--- config.mk ---
export PLATFORM = sky130hd
export DESIGN_NAME = load_store_unit
export DESIGN_NICKNAME = d
export VERILOG_FILES = /design/src/rtl/lsu_pkg.sv /design/src/rtl/lsu_load_extract.sv /design/src/rtl/load_store_unit.sv
export SDC_FILE = /design/constraint.sdc
export NUM_CORES = 1
export LEC_CHECK = 0
export CORE_MARGIN = 2
export CORE_UTILIZATION = 45
export CTS_BUF_LIST = sky130_fd_sc_hd__clkbuf_8
export CTS_CLUSTER_SIZE = 30
export DETAILED_ROUTE_END_ITERATION = 10
export PLACE_DENSITY_LB_ADDON = 0.12
export SYNTH_ARGS = -nofsm -noshare
export SYNTH_HDL_FRONTEND = slang
export SYNTH_HIERARCHICAL = 1
export SYNTH_SLANG_ARGS = --single-unit
--- constraint.sdc ---
create_clock -name clock -period 8.5 [get_ports clock]
set_input_delay 0.85 -clock clock [delete_from_list [all_inputs] [get_ports clock]]
set_output_delay 0.85 -clock clock [all_outputs]
set_load 0.01 [all_outputs]
--- src/rtl/lsu_pkg.sv ---
// Shared definitions for the load/store unit: funct3 codes, FSM state encoding,
// byte-lane width and request legality helpers.
package lsu_pkg;

    localparam logic [2:0] F3_B  = 3'b000;
    localparam logic [2:0] F3_H  = 3'b001;
    localparam logic [2:0] F3_W  = 3'b010;
    localparam logic [2:0] F3_BU = 3'b100;
    localparam logic [2:0] F3_HU = 3'b101;

    localparam int unsigned BYTE_W = 8;

    typedef enum logic [2:0] {
        IDLE   = 3'd0,
        ACCESS = 3'd1,
        RMW_RD = 3'd2,
        RMW_WR = 3'd3,
        RESP   = 3'd4
    } lsu_state_e;

    // Stores only support B/H/W; loads additionally allow the unsigned forms.
    function automatic logic f3_legal(input logic write, input logic [2:0] f3);
        logic ok;
        ok = 1'b0;
        case (f3)
            F3_B, F3_H, F3_W: ok = 1'b1;
            F3_BU, F3_HU:     ok = !write;
            default:          ok = 1'b0;
        endcase
        return ok;
    endfunction

    function automatic logic f3_misaligned(input logic [2:0] f3, input logic [1:0] off);
        logic mis;
        mis = 1'b0;
        case (f3)
            F3_H, F3_HU: mis = off[0];
            F3_W:        mis = (off != 2'b00);
            default:     mis = 1'b0;
        endcase
        return mis;
    endfunction

endpackage

--- src/rtl/lsu_load_extract.sv ---
// Combinational load data extraction: selects the addressed byte/halfword lane of a
// little-endian word and sign- or zero-extends it according to funct3.
module lsu_load_extract
    import lsu_pkg::*;
(
    input  logic [31:0] word_i,
    input  logic [1:0]  offset_i,
    input  logic [2:0]  funct3_i,
    output logic [31:0] data_o
);

    logic [BYTE_W-1:0]   byte_sel;
    logic [2*BYTE_W-1:0] half_sel;

    // Lane select followed by width-dependent extension.
    always_comb begin
        byte_sel = word_i[{offset_i, 3'b000} +: BYTE_W];
        half_sel = offset_i[1] ? word_i[31:16] : word_i[15:0];
        data_o   = 32'h0;
        case (funct3_i)
            F3_B:    data_o = {{24{byte_sel[7]}}, byte_sel};
            F3_BU:   data_o = {24'h0, byte_sel};
            F3_H:    data_o = {{16{half_sel[15]}}, half_sel};
            F3_HU:   data_o = {16'h0, half_sel};
            F3_W:    data_o = word_i;
            default: data_o = 32'h0;
        endcase
    end

endmodule

--- src/rtl/load_store_unit.sv ---
// Load/store unit between execute and a word-addressed data memory.
// Sub-word stores use read-modify-write unless LSU_BYTE_STROBE_EN is defined, in which
// case a mem_be lane-enable port is added and SB/SH become single write accesses.
module load_store_unit
    import lsu_pkg::*;
#(
    parameter int unsigned ADDR_WIDTH     = 32,
    parameter int unsigned MEM_ADDR_WIDTH = 8
) (
    input  logic                      clock,
    input  logic                      reset,
    input  logic                      req_valid,
    output logic                      req_ready,
    input  logic                      req_write,
    input  logic [2:0]                req_funct3,
    input  logic [ADDR_WIDTH-1:0]     req_addr,
    input  logic [31:0]               req_wdata,
    output logic                      resp_valid,
    output logic [31:0]               resp_rdata,
    output logic                      resp_error,
    output logic                      mem_en,
    output logic                      mem_we,
    output logic [MEM_ADDR_WIDTH-1:0] mem_addr,
    output logic [31:0]               mem_wdata,
`ifdef LSU_BYTE_STROBE_EN
    output logic [3:0]                mem_be,
`endif
    input  logic [31:0]               mem_rdata,
    input  logic                      mem_ready
);

    lsu_state_e                state_q, state_d;
    logic                      write_q;
    logic [2:0]                funct3_q;
    logic [MEM_ADDR_WIDTH+1:0] addr_q;
    logic [31:0]               wdata_q;
    logic [31:0]               rdata_q;
    logic                      err_q;
    logic [31:0]               load_data;
    logic                      handshake;
    logic                      req_bad;
    logic                      unused_addr;

    // Address bits above the memory index are deliberately dropped (accesses wrap).
    assign unused_addr = ^req_addr[ADDR_WIDTH-1:MEM_ADDR_WIDTH+2];

    assign handshake = req_valid && req_ready;
    assign req_bad   = !f3_legal(req_write, req_funct3)
                     || f3_misaligned(req_funct3, req_addr[1:0]);

    lsu_load_extract u_extract (
        .word_i   (mem_rdata),
        .offset_i (addr_q[1:0]),
        .funct3_i (funct3_q),
        .data_o   (load_data)
    );

    // Next-state selection for the access sequencer.
    always_comb begin
        state_d = state_q;
        case (state_q)
            IDLE: begin
                if (handshake) begin
                    if (req_bad) begin
                        state_d = RESP;
`ifndef LSU_BYTE_STROBE_EN
                    end else if (req_write && (req_funct3 == F3_B || req_funct3 == F3_H)) begin
                        state_d = RMW_RD;
`endif
                    end else begin
                        state_d = ACCESS;
                    end
                end
            end
            ACCESS:  if (mem_ready) state_d = RESP;
            RMW_RD:  if (mem_ready) state_d = RMW_WR;
            RMW_WR:  if (mem_ready) state_d = RESP;
            RESP:    state_d = IDLE;
            default: state_d = IDLE;
        endcase
    end

    // State register; reset aborts any in-flight access immediately.
    always_ff @(posedge clock or posedge reset) begin
        if (reset) begin
            state_q <= IDLE;
        end else begin
            state_q <= state_d;
        end
    end

    // Request capture at handshake and load result capture on memory completion.
    always_ff @(posedge clock or posedge reset) begin
        if (reset) begin
            write_q  <= 1'b0;
            funct3_q <= 3'b000;
            addr_q   <= '0;
            wdata_q  <= 32'h0;
            rdata_q  <= 32'h0;
            err_q    <= 1'b0;
        end else if (handshake) begin
            write_q  <= req_write;
            funct3_q <= req_funct3;
            addr_q   <= req_addr[MEM_ADDR_WIDTH+1:0];
            wdata_q  <= req_wdata;
            rdata_q  <= 32'h0;
            err_q    <= req_bad;
        end else if (state_q == ACCESS && mem_ready && !write_q) begin
            rdata_q  <= load_data;
        end
    end

`ifdef LSU_BYTE_STROBE_EN
    logic [31:0] store_word;
    logic [3:0]  store_be;

    // Replicate store data across lanes; mem_be picks the lane(s) actually written.
    always_comb begin
        store_word = wdata_q;
        store_be   = 4'b1111;
        case (funct3_q)
            F3_B: begin
                store_word = {4{wdata_q[7:0]}};
                store_be   = 4'b0001 << addr_q[1:0];
            end
            F3_H: begin
                store_word = {2{wdata_q[15:0]}};
                store_be   = 4'b0011 << addr_q[1:0];
            end
            default: begin
                store_word = wdata_q;
                store_be   = 4'b1111;
            end
        endcase
    end

    assign mem_be = (state_q == ACCESS && write_q) ? store_be : 4'b0000;

    // Memory write data, only driven while an access is active.
    always_comb begin
        mem_wdata = 32'h0;
        if (state_q == ACCESS) mem_wdata = store_word;
    end
`else
    logic [31:0] merged_q;
    logic [31:0] merge_word;

    // Insert the store byte/halfword into the word just read back.
    always_comb begin
        merge_word = mem_rdata;
        if (funct3_q == F3_B) begin
            merge_word[{addr_q[1:0], 3'b000} +: BYTE_W] = wdata_q[7:0];
        end else begin
            merge_word[{addr_q[1], 4'b0000} +: 2*BYTE_W] = wdata_q[15:0];
        end
    end

    // Hold the merged word for the write-back half of the RMW.
    always_ff @(posedge clock or posedge reset) begin
        if (reset) begin
            merged_q <= 32'h0;
        end else if (state_q == RMW_RD && mem_ready) begin
            merged_q <= merge_word;
        end
    end

    // Memory write data, only driven while an access is active.
    always_comb begin
        mem_wdata = 32'h0;
        case (state_q)
            ACCESS:  mem_wdata = wdata_q;
            RMW_WR:  mem_wdata = merged_q;
            default: mem_wdata = 32'h0;
        endcase
    end
`endif

    assign req_ready  = (state_q == IDLE);
    assign mem_en     = (state_q == ACCESS) || (state_q == RMW_RD) || (state_q == RMW_WR);
    assign mem_we     = (state_q == ACCESS && write_q) || (state_q == RMW_WR);
    assign mem_addr   = addr_q[MEM_ADDR_WIDTH+1:2];
    assign resp_valid = (state_q == RESP);
    assign resp_error = (state_q == RESP) && err_q;
    assign resp_rdata = (state_q == RESP) ? rdata_q : 32'h0;

endmodule

# After elaboration in Yosys (flattened, before gate mapping)

Index checks and enable logic that the tools add are counted.
W data, S select, Z words.

Flip-flop bits (word level): 114
Input bits: 104
Output and inout bits: 77

Add/sub/neg operators: 2
Eq/ne operators: 15
Shift operators: 5
Mux-type cells: 17
Reduce and logical (&&, ||, !) cells: 25

Operator list:

| operator                  | number |
|---|---|
| $pmux W32 S5              | 1 |
| $mux W32                  | 4 |
| $bwmux W32                | 2 |
| $pmux W32 S2              | 1 |
| $shift A16 B7 Y32 const A | 1 |
| $shift A8 B7 Y32 const A  | 1 |
| $shiftx A16 B7 Y32        | 1 |
| $shiftx A32 B6 Y8         | 1 |
| $shiftx A8 B7 Y32         | 1 |
| $mux W16                  | 1 |
| $eq A3 B3 Y1 const B      | 5 |
| $neg A5 Y7                | 2 |
| $eq A3 B2 Y1 const B      | 4 |
| $mux W3                   | 4 |
| $eq A3 B1 Y1 const B      | 3 |
| $logic_not A3 Y1          | 3 |
| $pmux W3 S3               | 1 |
| $logic_and A1 B1 Y1       | 7 |
| $reduce_or A2 Y1          | 3 |
| $logic_or A1 B1 Y1        | 5 |
| $ne A2 B1 Y1 const B      | 2 |
| $pmux W1 S2               | 2 |
| $reduce_bool A2 Y1        | 2 |
| $logic_not A1 Y1          | 3 |
| other kinds (4)           | 4 |

# Depth between registers and ports, before layout

Gate-level depths: netlist (run 1).

Depth in word-level cells: 8
Gate-level depth with buffers: 8
Depth with buffers taken out: 5

# By module

Netlist (run 1), hierarchy kept.

By module, submodules not included:

| module           | instances | cells each | area an instance (sq um) | seq. area each (sq um) |
|---|---|---|---|---|
| load_store_unit  | 1         | 585        | 6,211.0                  | 2,852.7 |
| lsu_load_extract | 1         | 109        | 812.0                    | 0.0 |

# Worst setup path before layout (run 1)

Ideal clock, no wire load.

Kind: register to register
From: register addr_q[1]
To: register merged_q[10]
Setup time: 121 ps
Data arrival time: 2,247 ps
Path slack: 6,132 ps
Cell stages (with the launch flop): 9
Path through: dfrtp_1 -> clkbuf_1 -> buf_2 -> inv_1 -> ha_1 -> and4b_1 -> clkbuf_1 -> a221o_1 -> a22o_1

Longest elaborated chain between the ends: 4

RTL lines:

| element                                          | line                                           | RTL |
|---|---|---|
| start: declaration                               | load_store_unit.sv:35                          | `logic [MEM_ADDR_WIDTH+1:0] addr_q;` |
| start signal: assignment                         | load_store_unit.sv:104                         | `addr_q <= req_addr[MEM_ADDR_WIDTH+1:0];` |
| $neg A5 Y7 (on tied branches)                    | load_store_unit.sv:154, load_store_unit.sv:152 |  |
| $shiftx A16 B7 Y32, or another cell as far along | load_store_unit.sv:154                         | `merge_word[{addr_q[1], 4'b0000} +: 2*BYTE_W] = wdata_q[15:0];` |
| $bwmux W32 (on tied branches)                    | load_store_unit.sv:154, load_store_unit.sv:152 |  |
| $mux W32 *                                       | load_store_unit.sv:151                         | `if (funct3_q == F3_B) begin` |
| end signal: assignment                           | load_store_unit.sv:163                         | `merged_q <= merge_word;` |
| end: declaration                                 | load_store_unit.sv:145                         | `logic [31:0] merged_q;` |

Mark *: on every way between the ends. The rest lies on a longest branch, timed or not.
A chain may end at the register's enable or synchronous reset.

# Worst setup path after layout (run 1)

From: register state_q[2]
To: output port mem_wdata[12]

Longest elaborated chain between the ends: 2

RTL lines:

| element                                      | line                   | RTL |
|---|---|---|
| start: declaration                           | load_store_unit.sv:32  | `lsu_state_e state_q, state_d;` |
| start signal: assignment                     | load_store_unit.sv:88  | `state_q <= state_d;` |
| $eq A3 B2 Y1 or $eq A3 B1 Y1 (tied branches) | load_store_unit.sv:170 | `case (state_q)` |
| $pmux W32 S2 *                               | load_store_unit.sv:170 |  |
| end: declaration                             | load_store_unit.sv:24  | `output logic [31:0] mem_wdata,` |

Marks and branches as above.

==> results of run 1 <==
[flip-flops by register name, summed over array words and instances (netlist names)]
register and cells:
addr_q 10, err_q 1, funct3_q 3, merged_q 32, rdata_q 32, state_q 3
wdata_q 32, write_q 1
[per-layer routing]
layer / vias to the layer above / routed length (um)
li1: 2862 / -
met1: 3099 / 9390
met2: 293 / 9630
met3: 43 / 1650
met4: 0 / 527
met5: - / 0
[report_power, final]
group	switching [uW]	total [uW]	internal, uW
clock	241	557	317
combinational	732	1450	715
sequential	251	1010	755
total	1220	3010	1790
[final cells by class]
type | count | area share
Inverter | 12 | 0.00533
Tap cell | 188 | 0.0264
Timing Repair Buffer | 170 | 0.187
Sequential cell | 114 | 0.320
Multi-Input combinational cell | 482 | 0.413
Clock buffer | 17 | 0.0262
Clock inverter | 15 | 0.0215
[worst paths after layout]
kind / from / to / slack (ns) / cells past startpoint
setup / recovery: state_q[2] / mem_wdata[12] / 4.70 / 5
hold / removal: err_q / err_q / 0.50 / 2
hold reg to reg: err_q / err_q / 0.50 / 2
setup reg to reg: addr_q[1] / merged_q[21] / 5.26 / 6
max in group asynchronous: reset / merged_q[5] / 6.36 / 3
min in group asynchronous: reset / funct3_q[1] / 0.81 / 2
[synth_stat cells (11+ instances only)]
cell type | instances | area [um^2]
dfrtp_1 | 114 | 2850
a22o_1 | 67 | 587
a21oi_1 | 63 | 315
nand3_1 | 49 | 245
mux2_2 | 47 | 529
o21ai_0 | 37 | 185
mux2i_1 | 35 | 350
clkbuf_1 | 34 | 128
a221o_1 | 33 | 330
and3_1 | 33 | 206
buf_2 | 18 | 90.1
o211ai_1 | 17 | 128
buf_4 | 13 | 97.6
nand2_1 | 13 | 48.8
buf_1 | 11 | 41.3
inv_1 | 11 | 41.3
[kinds of logic (layout without fill, tap and decap cells)]
family,Yosys count,in the layout
compound gates,244,244
fa+ha+maj,5,5
buf+inv,98,214
simple gates,146,146
mux,87,87
flops,114,114
[tightest hold or removal path: stages (launching register included)]
cell	delay, ns
dfrtp_1	0.34
nand2b_1	0.05
o21ai_0	0.07
[through the flow]
step / hold WS [ns] / std cells / utilization
global placement: 0.472 / 966 / 0.559
floorplan: 0.449 / 694 / -
detailed placement: 0.476 / 966 / 0.559
global route: 0.531 / 998 / 0.587
finish: 0.500 / 998 / 0.587
CTS: 0.499 / 998 / 0.587
==> summary.md, run 1 <==
| Metric | Value |
|---|---|
| Status | completed |
| Period Utilization, post-route | 0.447 |
| Post-synth net total | 803 |
| Antenna cell count | 0 |
| Crit path DAT | 2.95 ns |
| Final hold violations | 0 |
| CP Class | reg -> out |
| Total power | 3010 uW |
| Slew Viols, Final | 0 |
| Crit path time final | 3.80 ns |
| Clk Latency, worst-skew pair | 0.45 ns |
| Multi-input logic area | 3690 um^2 |
| Register area share after synthesis | 0.406 |
| Antenna violations before repair | 0 |
| Root buf cell | clkbuf_8 |
| Area growth from synthesis to layout | 27.0% |
| Setup Fix Bufs, Post-CTS | 0 |
| Met2 Use GR | 0.389 |
| Required time worst endpoint | 7.65 ns |
| Leading cell types in the layout, fill and taps excluded | clkdlybuf4s50_1, dfrtp_1, a22o_1, a21oi_1, nand3_1 |
| Final setup margin | 4.70 ns |
| Total global-route track usage | 0.257 |
| CP Capture Type | output pin |
| Layout cells sized above 1 | 0.132 |
| ANT nets after route | 0 |
| Clk sinks | 114 |
| CTS tree | done |
| Main combinational cell family by area after synthesis | compound AO/OA/AOI/OAI gates |
| Max Clock Freq | 263 MHz |
| Power density over cell area | 337 nW/um^2 |
| Max incr delay on CP | 0.80 ns |
| Fillcell total | 1306 |
| Slowest-stage cell, CP | dfrtp_1 |
| IO buf count | 158 |
| Ordered cell list for the critical path | nand2b_1 > nor2_2 > buf_4 > a22o_1 > clkdlybuf4s50_1 |
| Largest delay contributor family on the critical path | buffers and inverters |
| Post-synth cell types | 53 |
| Post-detail-place hpwl | 14.5 mm |
| Clk pin slew, worst setup/hold paths | 0.07 ns |
| Met1 Use GR | 0.361 |
| Post-synth ARST share | 1.00 |
| Mux share of post-synthesis cell area | 0.136 |
| Max H-tree Level | 4 |
| Mapped cell area | 7020 um^2 |
| Die area | 16600 um^2 |
| Core area | 15200 um^2 |
| Fin Setup TNS | 0 ns |
| Pre-Repair DR Iteration Count | 6 |
| MaxCap Viol Count | 0 |
| Avg Cell Area, Syn | 10.1 um^2 |
| Placement Rows | 45 |
| Critical path buffers and inverters | 2 |
| Gr ovfl total | 0 |
| Unrepaired setup endpoints after global routing | false |
| Fin area | 8920 um^2 |
| Peak VDD IR | 0.000171 V |
| DRC | 0 |
| Worst min path class | reg -> reg |
| Critical path startpoint category | flop |
| Final setup viols | 0 |
| Cells after Synth | 694 |
| Number of synthesized flops with an enable pin | 0 |
| First-pass GRT wire length | 33.2 mm |
| DP Worst Slack | 5.20 ns |
| Post-synth top flop | dfrtp_1 |
| Worst slew pin tran | 1.13 ns |
| Seq cells post-synth | 114 |
| CTS Buffer Depth | 2 |
| Drt total wl | 21.2 mm |
| Pin count of the biggest net entering global routing | 82 |
| Worst-path fanout max | 44 |
| Register area | 2850 um^2 |
| Initial Utilization | 0.462 |
| Compound-gate portion of the synthesized area | 0.253 |
| Most common cell after layout, fill and taps aside | clkdlybuf4s50_1 |
| Final net count | 906 |
| Routed WL per cell | 21.2 um |
| XOR/XNOR Fraction of Synth Area | 0 |
| Vias in the first global route | 6111 |
| # IOs | 181 |
| TritonCTS buffer count | 17 |
| Post-Synth Adder-Cell Area | 0.00891 |
| Hold_buf cts | 0 |
| Dpl cell area | 8500 um^2 |
| Most used routing layer in global routing | met2 |
| Worst rel slew slack | 0.238 |
| Synth warnings | 6 |
| Drt via density | 6.31 |
| Chip Width | 129 um |
| Gpl congestion | 0.900 |
| Routing usage on met3 | 0.0574 |
| Pleak | 0.00369 uW |
| CTS resizes | 0 |
| Die Height | 129 um |
| Layout Skew | 0.0114 ns |
| Post-Synth Simple-Gate Area | 0.124 |
| Vias | 6297 |
| Starting DRT DRC Count | 654 |
Power figures use the tool's default switching activity.
==> run 2: changes to the inputs <==
==> constraint.sdc (replaced) <==
create_clock -name clock -period 3.2 [get_ports clock]
set_input_delay 0.32 -clock clock [delete_from_list [all_inputs] [get_ports clock]]
set_output_delay 0.32 -clock clock [all_outputs]
set_load 0.01 [all_outputs]
==> summary.md, run 2 (synthesized netlist as in run 1, its figures left out) <==
| Metric | Value |
|---|---|
| Clk pin slew, worst setup/hold paths | 0.07 ns (about the same) |
| Slew Viols, Final | 0 (unchanged) |
| Period Utilization, post-route | 0.896 |
| Area growth from synthesis to layout | 28.2% |
| Placement Rows | 45 (unchanged) |
| Antenna violations before repair | 0 (unchanged) |
| Critical path buffers and inverters | 3 (+1) |
| Max Clock Freq | 349 MHz |
| Max H-tree Level | 4 (unchanged) |
| Met2 Use GR | 0.391 (+0.00218) |
| Most common cell after layout, fill and taps aside | clkdlybuf4s50_1 |
| Setup Fix Bufs, Post-CTS | 0 (unchanged) |
| Unrepaired setup endpoints after global routing | false |
| Final setup viols | 0 (unchanged) |
| Final hold violations | 0 (unchanged) |
| Max incr delay on CP | 0.66 ns (-0.14 ns) |
| Worst rel slew slack | 0.273 (+0.0358) |
| Crit path depth | 5 (unchanged) |
| Starting DRT DRC Count | 599 (-8.4%) |
| Gpl congestion | 0.890 (-1.2%) |
| Chip Width | 129 um (unchanged) |
| Die area | 16600 um^2 (unchanged) |
| Routing usage on met3 | 0.0640 (+0.00665) |
| CP endpoint | mem_wdata[12] |
| Power density over cell area | 894 nW/um^2 (+160%) |
| MaxCap Viol Count | 0 (unchanged) |
| Clk sinks | 114 (unchanged) |
| Final net count | 914 (+0.88%) |
| TritonCTS buffer count | 17 (unchanged) |
| ANT nets after route | 0 (unchanged) |
| Largest registers | merged_q: 32 flops, rdata_q: 32 flops, wdata_q: 32 flops |
| Slowest-stage cell, CP | dfrtp_1 |
| Crit path DAT | 2.55 ns (-0.40 ns) |
| CTS Buffer Depth | 2 (unchanged) |
| CP Class | reg -> out |
| DRC | 0 (unchanged) |
| Reg2Reg Setup Slack | 0.70 ns (-4.56 ns) |
| Leading cell types in the layout, fill and taps excluded | clkdlybuf4s50_1, dfrtp_1, a22o_1, a21oi_1, nand3_1 |
| Gr ovfl total | 0 (unchanged) |
| Pre-Repair DR Iteration Count | 5 (-1) |
| Required time worst endpoint | 2.88 ns (-4.77 ns) |
| Root buf cell | clkbuf_8 |
| Worst Reg-to-Reg Cells | 5 (-1) |
| Layout cells sized above 1 | 0.138 (+0.00621) |
| Fin Setup TNS | 0 ns (unchanged) |
| Layout Skew | 0.0114 ns (-0.0000363 ns) |
| Largest delay contributor family on the critical path | buffers and inverters |
| IO buf count | 158 (unchanged) |
| Pin count of the biggest net entering global routing | 65 (-21%) |
| CTS resizes | 0 (unchanged) |
| Crit path time final | 2.87 ns |
| Post-route insts no fill | 1005 (+0.70%) |
| Reg2reg end | merged_q[11] |
| Initial Utilization | 0.462 (unchanged) |
| Vias in the first global route | 6015 (-1.6%) |
| Worst min path class | in -> async |
| Fin area | 9010 um^2 (+0.95%) |
| Dpl cell area | 8570 um^2 (+0.87%) |
| Peak VDD IR | 0.000367 V (+110%) |
| Clk Latency, worst-skew pair | 0.46 ns (about the same) |
| Die Height | 129 um (unchanged) |
| Pleak | 0.00374 uW (+1.5%) |
| Routed WL per cell | 21.1 um (-0.79%) |
| Ordered cell list for the critical path | inv_1 > nor2_2 > buf_4 > a22o_1 > clkdlybuf4s50_1 |
| First-pass GRT wire length | 33.3 mm (+0.48%) |
| R2r startpoint | addr_q[1] |
| Vias | 6263 (-0.54%) |
| Total power | 8050 uW (+170%) |
| Most used routing layer in global routing | met2 |
| Core area | 15200 um^2 (unchanged) |
| Drt via density | 6.23 (-1.2%) |
| Worst slew pin tran | 1.09 ns (-0.0423 ns) |
| Crit path launch | state_q[1] |
| Total global-route track usage | 0.259 (+0.00185) |
| Hold_buf cts | 0 (unchanged) |
| Drt total wl | 21.2 mm (about the same) |
| Critical path startpoint category | flop |
| Met1 Use GR | 0.362 (+0.00151) |
| CTS tree | done |
| Placed Instances | 974 (+0.83%) |
| Post-detail-place hpwl | 15.0 mm (+3.4%) |
| CP Capture Type | output pin |
| Worst-path fanout max | 32 (-27%) |
| Fillcell total | 1322 (+1.2%) |
| Status | completed |
| # IOs | 181 (unchanged) |
| Antenna cell count | 0 (unchanged) |
run 2: where the power goes:
group	switching [uW]	internal, uW	leakage, uW	total (uW)
logic	1980	1930	0.00206	3910
clock network	621	899	0.000223	1520
registers	615	2010	0.00146	2620
total	3210	4840	0.00374	8050
run 2: how the worst min path moves through the flow:
stage | end | cells past startpoint
2_1_floorplan | addr_q[0] | 2
3_3_place_gp | wdata_q[17] | 1
3_5_place_dp | wdata_q[27] | 1
4_1_cts | state_q[2] | 2
5_1_grt | rdata_q[0] | 2
6_report | rdata_q[0] | 2
run 2: final cells by class:
type                    instances  area [um^2]  area share
clock buffers                  20          275      0.0306
clock inverters                11          161      0.0179
inverters                      12         48.8     0.00542
multi-input cells             482         3690       0.409
flip-flops and latches        114         2850       0.317
well taps                     188          235      0.0261
repair buffers                178         1740       0.194
run 2: stage by stage:
step                hold WS [ns]   util  setup slack (ns)
finish                     0.383  0.592             0.333
global route               0.455  0.592             0.178
CTS                        0.390  0.592             0.319
detailed placement         0.478  0.564             0.746
global placement           0.471  0.564             0.783
floorplan                  0.437      -             0.832
run 2: per-layer routing:
metal  vias up  share of wire
li1       2882              -
met1      3056           0.43
met2       287           0.45
met3        38          0.082
met4         0          0.029
met5         -              0
